===== src/rtl/hsid_x_ctrl_responder.sv =====
// rtl/hsid_x_ctrl_responder.sv - HSID-X control register responder and start/run/done/clear/cancel FSM
// Optional interrupt output enabled by defining HSID_X_CTRL_IRQ_EN.

package hsid_x_ctrl_pkg;
  localparam int REG_DW = 32;

  typedef struct packed {
    logic [REG_DW-1:0] addr;
    logic              write;
    logic [REG_DW-1:0] wdata;
    logic [3:0]        wstrb;
    logic              valid;
  } reg_req_t;

  typedef struct packed {
    logic [REG_DW-1:0] rdata;
    logic              error;
    logic              ready;
  } reg_rsp_t;
endpackage

module hsid_x_ctrl_responder
  import hsid_x_ctrl_pkg::*;
#(
  parameter int WORD_WIDTH = REG_DW,
  parameter int BLOCK_AW   = 6,
  parameter int LIB_W      = 8,
  parameter int BANDS_W    = 8
) (
  input  logic               clk,
  input  logic               rst_n,
  input  reg_req_t           reg_req_i,
  output reg_rsp_t           reg_rsp_o,
  output logic               start_o,
  output logic               clear_o,
  output logic               cancel_o,
  output logic [LIB_W-1:0]   library_size_o,
  output logic [BANDS_W-1:0] pixel_bands_o,
  output logic [31:0]        captured_pixel_addr_o,
  output logic [31:0]        library_pixel_addr_o,
  input  logic               idle_i,
  input  logic               ready_i,
  input  logic               done_i,
  input  logic               error_i,
  input  logic [LIB_W-1:0]   mse_min_ref_i,
  input  logic [LIB_W-1:0]   mse_max_ref_i,
  input  logic [31:0]        mse_min_value_i,
  input  logic [31:0]        mse_max_value_i
`ifdef HSID_X_CTRL_IRQ_EN
  ,
  output logic               irq_o
`endif
);

  localparam logic [BLOCK_AW-1:0] A_STATUS  = BLOCK_AW'('h00);
  localparam logic [BLOCK_AW-1:0] A_LIBSIZE = BLOCK_AW'('h04);
  localparam logic [BLOCK_AW-1:0] A_BANDS   = BLOCK_AW'('h08);
  localparam logic [BLOCK_AW-1:0] A_CAPADDR = BLOCK_AW'('h0C);
  localparam logic [BLOCK_AW-1:0] A_LIBADDR = BLOCK_AW'('h10);
  localparam logic [BLOCK_AW-1:0] A_MINREF  = BLOCK_AW'('h14);
  localparam logic [BLOCK_AW-1:0] A_MAXREF  = BLOCK_AW'('h18);
  localparam logic [BLOCK_AW-1:0] A_MINVAL  = BLOCK_AW'('h1C);
  localparam logic [BLOCK_AW-1:0] A_MAXVAL  = BLOCK_AW'('h20);

  typedef enum logic [2:0] {
    S_IDLE,
    S_BUSY,
    S_DONE,
    S_FAULT,
    S_CANCELLED
  } state_t;

  state_t               r_state;
  logic                 r_done_st;
  logic                 r_err_st;
  logic                 r_can_st;
  logic [LIB_W-1:0]     r_lib_size;
  logic [BANDS_W-1:0]   r_bands;
  logic [31:0]          r_cap_addr;
  logic [31:0]          r_lib_addr;
  reg_rsp_t             r_rsp;
  logic                 r_start;
  logic                 r_clear;
  logic                 r_cancel;

  logic [BLOCK_AW-1:0]  w_off;
  logic                 w_accept;
  logic                 w_mapped;
  logic                 w_ro;
  logic                 w_cfg;
  logic                 w_err;
  logic                 w_wr_ok;
  logic [7:0]           w_cmd;
  logic [WORD_WIDTH-1:0] w_rdata;
  state_t               w_state_nxt;
  logic                 w_done_nxt;
  logic                 w_err_nxt;
  logic                 w_can_nxt;
  logic                 w_start_p;
  logic                 w_clear_p;
  logic                 w_cancel_p;
  logic                 w_unused;

  function automatic logic [31:0] f_merge(input logic [31:0] old, input logic [31:0] wd,
                                          input logic [3:0] strb);
    logic [31:0] res;
    for (int b = 0; b < 4; b++) begin
      res[8*b +: 8] = strb[b] ? wd[8*b +: 8] : old[8*b +: 8];
    end
    return res;
  endfunction

  assign w_off    = reg_req_i.addr[BLOCK_AW-1:0];
  assign w_unused = ^reg_req_i.addr[REG_DW-1:BLOCK_AW];
  assign w_accept = reg_req_i.valid & ~r_rsp.ready;
  assign w_cmd    = reg_req_i.wdata[7:0] & {8{reg_req_i.wstrb[0]}};
  assign w_ro     = (w_off == A_MINREF) | (w_off == A_MAXREF) |
                    (w_off == A_MINVAL) | (w_off == A_MAXVAL);
  assign w_cfg    = (w_off == A_LIBSIZE) | (w_off == A_BANDS) |
                    (w_off == A_CAPADDR) | (w_off == A_LIBADDR);

  always_comb begin
    w_rdata  = '0;
    w_mapped = 1'b1;
    case (w_off)
      A_STATUS:  w_rdata = WORD_WIDTH'({r_can_st, r_err_st, 1'b0, r_done_st, ready_i, idle_i, 1'b0});
      A_LIBSIZE: w_rdata = WORD_WIDTH'(r_lib_size);
      A_BANDS:   w_rdata = WORD_WIDTH'(r_bands);
      A_CAPADDR: w_rdata = WORD_WIDTH'(r_cap_addr);
      A_LIBADDR: w_rdata = WORD_WIDTH'(r_lib_addr);
      A_MINREF:  w_rdata = WORD_WIDTH'(mse_min_ref_i);
      A_MAXREF:  w_rdata = WORD_WIDTH'(mse_max_ref_i);
      A_MINVAL:  w_rdata = WORD_WIDTH'(mse_min_value_i);
      A_MAXVAL:  w_rdata = WORD_WIDTH'(mse_max_value_i);
      default:   w_mapped = 1'b0;
    endcase
  end

  // START is only refused when it would actually be acted on (no CLEAR, FSM idle).
  assign w_err = (reg_req_i.addr[1:0] != 2'b00) | ~w_mapped |
                 (reg_req_i.write & w_ro) |
                 (reg_req_i.write & w_cfg & (r_state == S_BUSY)) |
                 (reg_req_i.write & (w_off == A_STATUS) & w_cmd[0] & ~w_cmd[4] &
                  (r_state == S_IDLE) & ~idle_i);
  assign w_wr_ok = w_accept & ~w_err & reg_req_i.write;

  always_comb begin
    w_state_nxt = r_state;
    w_done_nxt  = r_done_st;
    w_err_nxt   = r_err_st;
    w_can_nxt   = r_can_st;
    w_start_p   = 1'b0;
    w_clear_p   = 1'b0;
    w_cancel_p  = 1'b0;
    if (r_state == S_BUSY) begin
      if (error_i) begin
        w_state_nxt = S_FAULT;
        w_err_nxt   = 1'b1;
        w_done_nxt  = r_done_st | done_i;
      end else if (done_i) begin
        w_state_nxt = S_DONE;
        w_done_nxt  = 1'b1;
      end
    end
    if (w_wr_ok && (w_off == A_STATUS)) begin
      if (w_cmd[4]) begin
        w_state_nxt = S_IDLE;
        w_done_nxt  = 1'b0;
        w_err_nxt   = 1'b0;
        w_can_nxt   = 1'b0;
        w_clear_p   = 1'b1;
      end else if (w_cmd[0] && (r_state == S_IDLE)) begin
        w_state_nxt = S_BUSY;
        w_start_p   = 1'b1;
      end else if (w_cmd[6] && (r_state == S_BUSY)) begin
        w_state_nxt = S_CANCELLED;
        w_can_nxt   = 1'b1;
        w_cancel_p  = 1'b1;
      end
    end
  end

  always_ff @(posedge clk) begin
    if (!rst_n) begin
      r_state    <= S_IDLE;
      r_done_st  <= 1'b0;
      r_err_st   <= 1'b0;
      r_can_st   <= 1'b0;
      r_lib_size <= '0;
      r_bands    <= '0;
      r_cap_addr <= '0;
      r_lib_addr <= '0;
      r_rsp      <= '0;
      r_start    <= 1'b0;
      r_clear    <= 1'b0;
      r_cancel   <= 1'b0;
    end else begin
      r_state   <= w_state_nxt;
      r_done_st <= w_done_nxt;
      r_err_st  <= w_err_nxt;
      r_can_st  <= w_can_nxt;
      r_start   <= w_start_p;
      r_clear   <= w_clear_p;
      r_cancel  <= w_cancel_p;
      if (w_wr_ok && (w_off == A_LIBSIZE))
        r_lib_size <= LIB_W'(f_merge(32'(r_lib_size), reg_req_i.wdata, reg_req_i.wstrb));
      if (w_wr_ok && (w_off == A_BANDS))
        r_bands <= BANDS_W'(f_merge(32'(r_bands), reg_req_i.wdata, reg_req_i.wstrb));
      if (w_wr_ok && (w_off == A_CAPADDR))
        r_cap_addr <= f_merge(r_cap_addr, reg_req_i.wdata, reg_req_i.wstrb);
      if (w_wr_ok && (w_off == A_LIBADDR))
        r_lib_addr <= f_merge(r_lib_addr, reg_req_i.wdata, reg_req_i.wstrb);
      r_rsp.ready <= w_accept;
      r_rsp.error <= w_accept & w_err;
      r_rsp.rdata <= (w_accept & ~w_err & ~reg_req_i.write) ? w_rdata : '0;
    end
  end

`ifdef HSID_X_CTRL_IRQ_EN
  logic r_irq;

  // Driven from next-state stickies so a CLEAR drops irq together with ready.
  always_ff @(posedge clk) begin
    if (!rst_n) r_irq <= 1'b0;
    else        r_irq <= w_done_nxt | w_err_nxt;
  end

  assign irq_o = r_irq;
`endif

  assign reg_rsp_o             = r_rsp;
  assign start_o               = r_start;
  assign clear_o               = r_clear;
  assign cancel_o              = r_cancel;
  assign library_size_o        = r_lib_size;
  assign pixel_bands_o         = r_bands;
  assign captured_pixel_addr_o = r_cap_addr;
  assign library_pixel_addr_o  = r_lib_addr;

endmodule


===== config.mk =====
export PLATFORM = sky130hd
export DESIGN_NAME = hsid_x_ctrl_responder
export DESIGN_NICKNAME = d
export VERILOG_FILES = /design/src/rtl/hsid_x_ctrl_responder.sv
export SDC_FILE = /design/constraint.sdc
export NUM_CORES = 1
export LEC_CHECK = 0
export BUFFER_PORTS_ARGS = -buffer_cell sky130_fd_sc_hd__buf_2
export CORE_ASPECT_RATIO = 1.75
export CORE_UTILIZATION = 45
export DETAILED_ROUTE_END_ITERATION = 16
export GPL_ROUTABILITY_DRIVEN = 0
export MAX_ROUTING_LAYER = met4
export PLACE_DENSITY = 0.92
export SLEW_MARGIN = 20
export SYNTH_ARGS = -nofsm -noshare
export SYNTH_HDL_FRONTEND = slang
export SYNTH_SLANG_ARGS = --single-unit

===== constraint.sdc =====
create_clock -name clk -period 2.6 [get_ports clk]
set_input_delay 0.52 -clock clk [delete_from_list [all_inputs] [get_ports clk]]
set_output_delay 0.52 -clock clk [all_outputs]
set_load 0.01 [all_outputs]

==> metrics.txt, run 1 <==
Clock Latency Late Sink=approximately 0.40 ns; router iterations before antenna repair=8; final hold slack=about 0.36 ns; fin. max-slew vios=0; final count of hold timing violations=0; clock root buffer master=clkbuf_16; number of distinct library cell variants in the gate-level netlist after synthesis=50; path depth of the worst reg2reg path=6; type of origin of the critical path=input port; pwr dens=just over 600 nW/um^2; number of global-route vias before repair=between 5000 and 6000; DRC viols=0; max-cap check violation count=0; Synth top area share=between 40% and 50%; final cell count without fillers=950; count of pins on the block boundary=between 200 and 300; largest net degree at the start of global routing=50; leakage power figure=roughly 0.0033 uW; layout filler cell count=approximately 910; number of levels in the clock H-tree=4; most used standard cells in the synthesized netlist=128 x nand2_1, 123 x dfxtp_1, 58 x mux2i_1, 51 x a21oi_1, 35 x nor2_1; initial drt markers=about 350; DP Wirelength=between 10000 and 15000 um; die width=82.8 um; global-route total usage across every layer=around 28%; number of sinks handled by clock tree synthesis=123; data arrival time at the worst-slack endpoint=~2.3 ns; critical path type=input port to flop; effective utilization at floorplan=46.3%; initial antenna violation count=0; cell-by-cell trace of the critical path=buf_2 > or4b_1 > nor2_2 > buf_12 > nand3_2 > mux2i_1 > nor2_1; DIE AREA=around 12000 um^2; Warnings, synthesis=0; number of standard-cell rows in the floorplan=approximately 50; slowest stage cell, crit path=or4b_1; time the worst path needs with I/O delays and setup=roughly 2 ns; most frequent cell after synthesis=nand2_1; largest fanout of any net on the critical path=24; antenna cells=0; top cells by area, synth=dfxtp_1 48%, mux2i_1 11%, nand2_1 9.3%, a222oi_1 6.6%, a21oi_1 5.0%; worst hold stages=3; synth-to-layout area growth=39.5%; netlist area before placement=a little over 5000 um^2; number of buffers added by the clock tree synthesis step=17; first element of the critical path=reg_req_i[39]; accumulated negative setup slack=0 ns; origin of the critical flop-to-flop path=r_state[0]; Synthesized Nets=711; first-pass GRT wire length=approximately 25000 um; CTS Buffer Depth=2; antenna-violating nets left=0; final-report setup violation count=0; relative slew slack=between 60 and 70%; portion of the post-synthesis area used by sequential elements=between 40 and 50%; critical path's largest stage delay=between 0.6 and 0.7 ns; number of register bits inferred by synthesis=roughly 120; placement-stage worst setup slack=0.139 ns; final critical-path share of the clock period=around 78%; largest vdd supply drop=0.708 mV; Congestion Overflow GR=0; layout cells sized above 1=between 30% and 40%; PostCTS Resize Cnt=0; kind of path behind the tightest hold check=input port to flop; setup repair after global routing missed its margin=false; async set-reset flop share out of synthesis=0%; synthesized area divided by synthesized cell count=between 9 and 10 um^2; outcome=finished, final reports clean; cells after synthesis=555; Nets=slightly below 1000; total design power=about 4500 uW; TritonCTS clock tree=built; Port Buf Inserts=~250; total via count in the routed design=about 5400; routed len/inst=17.5 um; Worst setup EP type=flop; minimum setup slack in the final design=0.567 ns; area of the core=11100 um^2; flip-flop cell with the highest count after synthesis=dfxtp_1; cts-stage hold buffer count=0; Worst R2R Setup Slack=around 0.63 ns; worst reg2reg endpoint=pixel_bands_o[5]; count of flip-flops with a built-in enable after synthesis=0; end point of the most critical hold path=captured_pixel_addr_o[21]; Post-CTS Repair Setup Buffers=0; Die Y-Extent=between 100 and 150 um; Highest Clock Rate=0.492 GHz; clk slew on worst S/H paths=around 0.060 ns; worst endpoint required time=2.87 ns; transition time at the pin with the least slew margin=roughly 0.51 ns; post-detailed-routing wire length=16600 um; final clock skew=between 0.007 and 0.008 ns; Via density=5.65; dominant cell type by area after synthesis=dfxtp_1; DP Cell Count=slightly above 900; Worst Hold Launch=reg_req_i[26]
[through the flow]
stage | area [um^2] | util [%]
5_1_grt | 7170 | 64.6
6_report | 7170 | 64.6
3_5_place_dp | 6590 | 59.3
4_1_cts | 7170 | 64.6
3_3_place_gp | 6590 | 59.3
2_1_floorplan | 5140 | -
[power breakdown]
part           total (uW)  switching [uW]  leakage, uW  internal (uW)
registers            1890            1.42     0.000991           1890
logic                 252             136      0.00199            116
clock network        2320             891     0.000285           1430
total                4460            1030      0.00327           3430
[worst max-delay path by stage]
stage,to,slack [ns],depth (start not counted)
floorplan,r_state[1],0.45,7
global placement,library_pixel_addr_o[11],0.18,7
detailed placement,library_pixel_addr_o[14],0.14,7
CTS,library_pixel_addr_o[14],0.57,7
global route,library_pixel_addr_o[19],0.47,7
finish,library_pixel_addr_o[30],0.57,7
[sequential cells by signal, summed over array words and instances (netlist names)]
| signal | count |
|---|---|
| cancel_o | 1 |
| captured_pixel_addr_o | 32 |
| clear_o | 1 |
| library_pixel_addr_o | 32 |
| library_size_o | 8 |
| pixel_bands_o | 8 |
| r_can_st | 1 |
| r_done_st | 1 |
| r_err_st | 1 |
| r_state | 3 |
| reg_rsp_o | 34 |
| start_o | 1 |
[logic make-up (layout without fill, tap and decap cells)]
kind of cell / count (synthesis) / in the layout / synth area share [%]
compound gates: 119 / 119 / 17.2
buf+inv: 42 / 305 / 3.60
flops: 123 / 123 / 47.9
mux: 64 / 64 / 13.3
simple gates: 207 / 207 / 18.1
[critical path: cells and delay by family]
family / cells / cell delay (ns)
buffers and inverters: 2 / 0.32
AND/OR/NAND/NOR: 4 / 1.20
multiplexers: 1 / 0.25
[cell type report]
class	count	area (um^2)	area share (%)
well taps	132	165	2.30
clock buffers	17	425	5.93
clock inverters	14	160	2.23
inverters	3	11.3	0.157
flip-flops and latches	123	2460	34.3
multi-input cells	390	2510	34.9
repair buffers	271	1440	20.1
[cell usage in the layout, fill, tap and decap left out, types with 6 or more instances in the layout]
cell	netlist	final
buf_2	15	246
nor2_1	35	34
a222oi_1	34	34
nand2_1	128	128
inv_6	0	6
dfxtp_1	123	123
clkbuf_16	0	17
buf_4	0	23
a22oi_1	6	6
a21oi_1	51	51
a31oi_1	8	8
mux2i_1	58	58
[routing by layer]
metal  track usage (%)  up-vias  part of all wire, %
met5                 -        -                    0
li1                  -     2525                    -
met3              5.40       52                  6.7
met4              16.3        0                  4.0
met1              28.5     2482                   36
met2              49.8      313                   53
No activity file was read; power rests on OpenSTA's default activity.
==> inputs of run 2 (changes only) <==
--- a/config.mk
+++ b/config.mk
@@ -7,11 +7,11 @@
 export LEC_CHECK = 0
 export BUFFER_PORTS_ARGS = -buffer_cell sky130_fd_sc_hd__buf_2
 export CORE_ASPECT_RATIO = 1.75
-export CORE_UTILIZATION = 45
+export CORE_UTILIZATION = 41
 export DETAILED_ROUTE_END_ITERATION = 16
 export GPL_ROUTABILITY_DRIVEN = 0
 export MAX_ROUTING_LAYER = met4
-export PLACE_DENSITY = 0.92
+export PLACE_DENSITY = 0.89
 export SLEW_MARGIN = 20
 export SYNTH_ARGS = -nofsm -noshare
 export SYNTH_HDL_FRONTEND = slang
==> constraint.sdc (replaced) <==
create_clock -name clk -period 1.8 [get_ports clk]
set_input_delay 0.36 -clock clk [delete_from_list [all_inputs] [get_ports clk]]
set_output_delay 0.36 -clock clk [all_outputs]
set_load 0.01 [all_outputs]
==> run 2 against run 1 <==
The run now ends with negative setup slack left. Setup slack lost 0.58 ns. Design area grew 7.8%. Largest power group unchanged. Register-to-register slack lost 0.64 ns. First-iteration DRC count grew 7.1%. Die area grew 9.6%. Sequential cell count is the same. Non-clock buffer count grew 37. Largest cell class unchanged. Sequential power grew 44%.
==> metrics.txt, run 2 (synthesis gave the netlist of run 1 again) <==
outcome=finished with violations; violations in the final reports=negative setup slack; layer carrying the most global-route usage=met2; global-route total usage across every layer=between 20% and 30%; number of levels in the clock H-tree=4; first element of the critical path=r_state[0]; placement-stage worst setup slack=-0.275 ns; final-report setup violation count=1; count of pins on the block boundary=approximately 270; type of origin of the critical path=flop; Worst setup EP type=flop; relative slew slack=~65%; layout filler cell count=between 900 and 1000; max-cap check violation count=0; TritonCTS clock tree=built; routed len/inst=approximately 17 um; cts-stage hold buffer count=0; Worst R2R Setup Slack=-0.01 ns; largest fanout of any net on the critical path=8; GRT met1 Usage=25.9%; worst reg2reg endpoint=library_size_o[1]; accumulated negative setup slack=-0.0141 ns; critical path type=flop to flop; total design power=slightly below 7000 uW; setup repair after global routing missed its margin=true; time the worst path needs with I/O delays and setup=around 1.8 ns; flip-flop count of the largest register after layout=34; final hold slack=0.205 ns; CP endpoint=library_size_o[1]; Congestion Overflow GR=0; router iterations before antenna repair=5; Die Y-Extent=between 150 and 200 um; final count of hold timing violations=0; Via density=between 5 and 6; GR met2 Demand/Resource=about half; initial antenna violation count=0; fin. max-slew vios=0; most common cell after layout, fill and taps aside=buf_2; layout cells sized above 1=a little over two fifths; effective utilization at floorplan=between 40% and 50%; antenna cells=0; first-pass GRT wire length=about 27000 um; DIE AREA=between 10000 and 15000 um^2; final critical-path share of the clock period=101%; Highest Clock Rate=~0.55 GHz; minimum setup slack in the final design=-0.0141 ns; final clock skew=around 0.0095 ns; antenna-violating nets left=0; Worst Hold Launch=reg_req_i[19]; largest net degree at the start of global routing=50; number of buffers added by the clock tree synthesis step=17; die width=between 80 and 90 um; highest-count cells in the layout ignoring fill and taps=246 x buf_2, 128 x nand2_1, 119 x dfxtp_1; transition time at the pin with the least slew margin=between 0.5 and 0.6 ns; number of standard-cell rows in the floorplan=53; worst endpoint required time=2.13 ns; DP Wirelength=roughly 13000 um; initial drt markers=378; clock root buffer master=clkbuf_16; Clock Latency Late Sink=0.40 ns; Port Buf Inserts=246; clk slew on worst S/H paths=roughly 0.06 ns; post-detailed-routing wire length=approximately 18000 um; kind of path behind the tightest hold check=input port to flop; number of global-route vias before repair=between 5000 and 6000; largest vdd supply drop=slightly above 0.7 mV; data arrival time at the worst-slack endpoint=around 2.1 ns; Nets=about 1000; number of sinks handled by clock tree synthesis=roughly 120; met3 global-route usage=5.37%; pwr dens=between 800 and 900 nW/um^2; DRC viols=0; CTS Buffer Depth=2; total via count in the routed design=roughly 5700; leakage power figure=between 0.003 and 0.004 uW; path depth of the worst reg2reg path=6; origin of the critical flop-to-flop path=r_state[0]; synth-to-layout area growth=50.5%; area of the core=roughly 12000 um^2
[run 2: cell types whose count changed in the layout (fill, tap and decap cells not counted), sizes merged]
cell	change
inv	-3
clkinv	-2
bufinv	+2
buf	+37
clkbuf	+1
clkinvlp	+2
[run 2: stage by stage]
step                      instance area, um^2  util [%]  cells
after floorplan                          5220         -    555
after global placement                   7040      58.0    987
after detailed placement                 7040      58.0    987
after CTS                                7680      63.3   1018
after global routing                     7730      63.7   1020
final                                    7730      63.7   1020
[run 2: worst min-delay path by stage]
stage	endpoint	slack [ns]	cells after the start
after floorplan	r_done_st	0.44	2
final	library_pixel_addr_o[14]	0.21	3
after CTS	library_pixel_addr_o[14]	0.19	3
after detailed placement	library_pixel_addr_o[23]	0.46	2
after global placement	library_pixel_addr_o[23]	0.45	2
after global routing	captured_pixel_addr_o[30]	0.21	3
[run 2: what timing repair did]
action / 4_1_cts / 5_1_grt
setup endpoints to repair: 8 / 35
resized for setup: 3 / 11
pin swaps: 0 / 8
buffers inserted: 0 / 2
hold endpoints to repair: 0 / 0
[run 2: power by group]
part / leakage (uW) / switching (uW) / internal (uW)
combinational: 0.00224 / 217 / 204
sequential: 0.000992 / 2.16 / 2730
clock: 0.000299 / 1260 / 2360
[run 2: per-layer routing]
layer | share of wire [%] | vias to the layer above
met1 | 34 | 2686
met5 | 0 | -
met2 | 55 | 322
met3 | 6.3 | 69
li1 | - | 2582
met4 | 4.4 | 0
[run 2: worst max-delay path, stage by stage (launching register included)]
cell and delay [ns]:
dfxtp_2 0.33, nor3b_4 0.15, and3_4 0.15, o32a_1 0.44, nor3b_4 0.24, buf_6 0.20
mux2i_1 0.23
[run 2: area by class of cell]
cell class	instances	area (um^2)	area share, %
Multi-Input combinational cell	390	2580	33.3
Sequential cell	123	2470	31.9
Timing Repair Buffer	308	1840	23.8
Clock buffer	18	439	5.68
Tap cell	165	206	2.67
Clock inverter	13	191	2.47
Inverter	3	11.3	0.146
==> inputs of run 3 (changes only) <==
--- a/config.mk
+++ b/config.mk
@@ -5,13 +5,14 @@
 export SDC_FILE = /design/constraint.sdc
 export NUM_CORES = 1
 export LEC_CHECK = 0
+export ABC_AREA = 1
 export BUFFER_PORTS_ARGS = -buffer_cell sky130_fd_sc_hd__buf_2
 export CORE_ASPECT_RATIO = 1.75
-export CORE_UTILIZATION = 41
+export CORE_UTILIZATION = 42
 export DETAILED_ROUTE_END_ITERATION = 16
 export GPL_ROUTABILITY_DRIVEN = 0
 export MAX_ROUTING_LAYER = met4
-export PLACE_DENSITY = 0.89
+export PLACE_DENSITY = 0.88
 export SLEW_MARGIN = 20
 export SYNTH_ARGS = -nofsm -noshare
 export SYNTH_HDL_FRONTEND = slang
==> run 3 against run 2 <==
The run now ends clean. Routed wire length up 20%. Register-to-register slack better by 0.04 ns. Clock skew down 0.00067 ns. Fmax up 2.2%. Final cell count up 28%. Critical path type unchanged. Largest power group unchanged.
==> metrics.txt, run 3 <==
top cells by area, synth=dfxtp_1 43%, nand2_1 15%, nor2_1 13%, inv_1 5.9%, a221oi_1 4.9%; area of the core=about 13000 um^2; DIE AREA=approximately 14000 um^2; time the worst path needs with I/O delays and setup=between 1.5 and 2 ns; Via density=around 5.2; largest fanout of any net on the critical path=8; synthesized area divided by synthesized cell count=6.98 um^2; max-cap check violation count=0; clock root buffer master=clkbuf_16; first-pass GRT wire length=between 30000 and 40000 um; netlist area before placement=5770 um^2; final count of hold timing violations=0; placement-stage cell area=between 7000 and 8000 um^2; met3 global-route usage=4.49%; post-detailed-routing wire length=about 21000 um; final critical-path share of the clock period=between 90 and 100%; DRC viols=0; Congestion Overflow GR=0; Die Y-Extent=roughly 160 um; slowest stage cell, crit path=dfxtp_2; final clock skew=between 0.008 and 0.009 ns; number of levels in the clock H-tree=4; antenna cells=0; leakage power figure=0.00433 uW; count of pins on the block boundary=between 200 and 300; flip-flop count of the largest register after layout=34; CTS Buffer Depth=2; router iterations before antenna repair=5; largest net degree at the start of global routing=between 70 and 80; worst endpoint required time=2.11 ns; DP Cell Count=about 1300; dominant cell type by area after synthesis=dfxtp_1; fin. max-slew vios=0; most frequent cell after synthesis=nand2_1; Highest Clock Rate=between 0.5 and 0.6 GHz; total via count in the routed design=about 6800; most used standard cells in the synthesized netlist=224 x nand2_1, 199 x nor2_1, 123 x dfxtp_1, 91 x inv_1, 43 x a21oi_1; DP Wirelength=between 10000 and 15000 um; clk slew on worst S/H paths=approximately 0.06 ns; Port Buf Inserts=around 250; global-route total usage across every layer=between 20 and 30%; CP bufs+invs=1; portion of the post-synthesis area used by sequential elements=around 43%; final-report setup violation count=0; number of sinks handled by clock tree synthesis=~120; number of distinct library cell variants in the gate-level netlist after synthesis=33; effective utilization at floorplan=a little over two fifths; transition time at the pin with the least slew margin=0.353 ns; Synthesized Nets=983; most common cell after layout, fill and taps aside=buf_2; TritonCTS clock tree=built; GRT met1 Usage=a little over a quarter; critical path's largest stage delay=roughly 0.36 ns; top cell family by delay on the critical path=simple AND/OR/NAND/NOR gates; Top cell by count, worst path=nor2_4; number of register bits inferred by synthesis=123; number of global-route vias before repair=~6600; layer carrying the most global-route usage=met2; cts-stage hold buffer count=0; relative slew slack=approximately three quarters; outcome=finished, final reports clean; data arrival time at the worst-slack endpoint=2.08 ns; flip-flop cell with the highest count after synthesis=dfxtp_1; initial antenna violation count=0; Nets=1279; routed len/inst=about 16 um; cell area after layout=about 8500 um^2; pwr dens=roughly 800 nW/um^2; kind of path behind the tightest hold check=input port to flop; final cell count without fillers=between 1000 and 1500; cell-by-cell trace of the critical path=nor2_4 > nand3_4 > nor2_4 > nand2_2 > nand2_2 > nor2_4 > nand2_4 > nor2_8 > buf_12 > nand3_2 > nor2_1 > nor2_1; setup repair after global routing missed its margin=true; Clock Latency Late Sink=0.41 ns; cells after synthesis=~830; final hold slack=between 0.15 and 0.2 ns; Worst setup EP type=flop; number of buffers added by the clock tree synthesis step=17; highest-count cells in the layout ignoring fill and taps=246 x buf_2, 207 x nand2_1, 185 x nor2_1; count of flip-flops with a built-in enable after synthesis=0; largest vdd supply drop=~0.56 mV; async set-reset flop share out of synthesis=0%; antenna-violating nets left=0; Synth top area share=42.7%; synth-to-layout area growth=47.0%; accumulated negative setup slack=0 ns; initial drt markers=362; layout filler cell count=roughly 1200; total design power=around 6900 uW; type of origin of the critical path=flop; die width=90.6 um; Warnings, synthesis=0; critical path type=flop to flop; number of standard-cell rows in the floorplan=56; layout cells sized above 1=36.2%; GR met2 Demand/Resource=between 50% and 60%
-- run 3: cell types whose count changed after synthesis, sizes merged, moves of 12 or more --
cell | before | now
inv | 3 | 93
nand2 | 128 | 227
a221oi | 1 | 32
a222oi | 34 | 0
nand3 | 8 | 20
mux2i | 58 | 0
nor2 | 37 | 207
-- run 3: cell families after synthesis --
| group | after synthesis | share of synthesized area [%] |
|---|---|---|
| buffers and inverters | 131 | 9.99 |
| AND/OR/NAND/NOR | 473 | 35.6 |
| flip-flops | 123 | 42.7 |
| AO/OA/AOI/OAI | 100 | 11.8 |
-- run 3: cell type report --
cell class                      count  area [um^2]  area share, %
Clock buffer                       17          425           5.01
Inverter                           94          353           4.16
Tap cell                          174          218           2.57
Clock inverter                     15          211           2.49
Timing Repair Buffer              306         1840           21.6
Multi-Input combinational cell    581         2970           35.0
Sequential cell                   123         2470           29.1
-- run 3: metrics by stage --
| step | worst slack, ns | utilization (%) |
|---|---|---|
| finish | 0.0254 | 63.4 |
| global route | -0.0717 | 63.4 |
| CTS | -0.00222 | 61.4 |
| detailed placement | -0.326 | 56.5 |
| global placement | -0.255 | 56.5 |
| floorplan | -0.0150 | - |
-- run 3: worst paths after layout --
check / from / end / slack [ns] / cells past startpoint
setup / recovery: r_state[2] / pixel_bands_o[7] / 0.03 / 12
hold / removal: reg_req_i[21] / library_pixel_addr_o[16] / 0.19 / 3
setup reg to reg: r_state[2] / pixel_bands_o[7] / 0.03 / 12
hold reg to reg: library_pixel_addr_o[24] / reg_rsp_o[26] / 0.48 / 2
-- run 3: power breakdown --
group | switching [uW] | total (uW) | internal, uW
Combinational | 227 | 406 | 179
Sequential | 1.02 | 2720 | 2720
Clock | 1380 | 3730 | 2340
Total | 1610 | 6860 | 5250
-- run 3: worst register-to-register path, cell delays in order, from the launching register on --
cell and delay [ns]:
dfxtp_2 0.36, nor2_4 0.06, nand3_4 0.09, nor2_4 0.04, nand2_2 0.08, nand2_2 0.06, nor2_4 0.12, nand2_4 0.08
nor2_8 0.17, buf_12 0.16, nand3_2 0.21, nor2_1 0.18, nor2_1 0.06
-- run 3: timing repair --
action / 4_1_cts / 5_1_grt
cloned: 1 / 8
buffers inserted: 0 / 2
endpoints found under the setup margin: 1 / 85
gates resized for setup: 1 / 44
pin swaps: 0 / 13
-- run 3: layer usage --
| layer | vias up | part of all wire (%) |
|---|---|---|
| li1 | 3227 | - |
| met1 | 3098 | 33 |
| met2 | 378 | 53 |
| met3 | 111 | 6.4 |
| met4 | 0 | 7.4 |
| met5 | - | 0 |
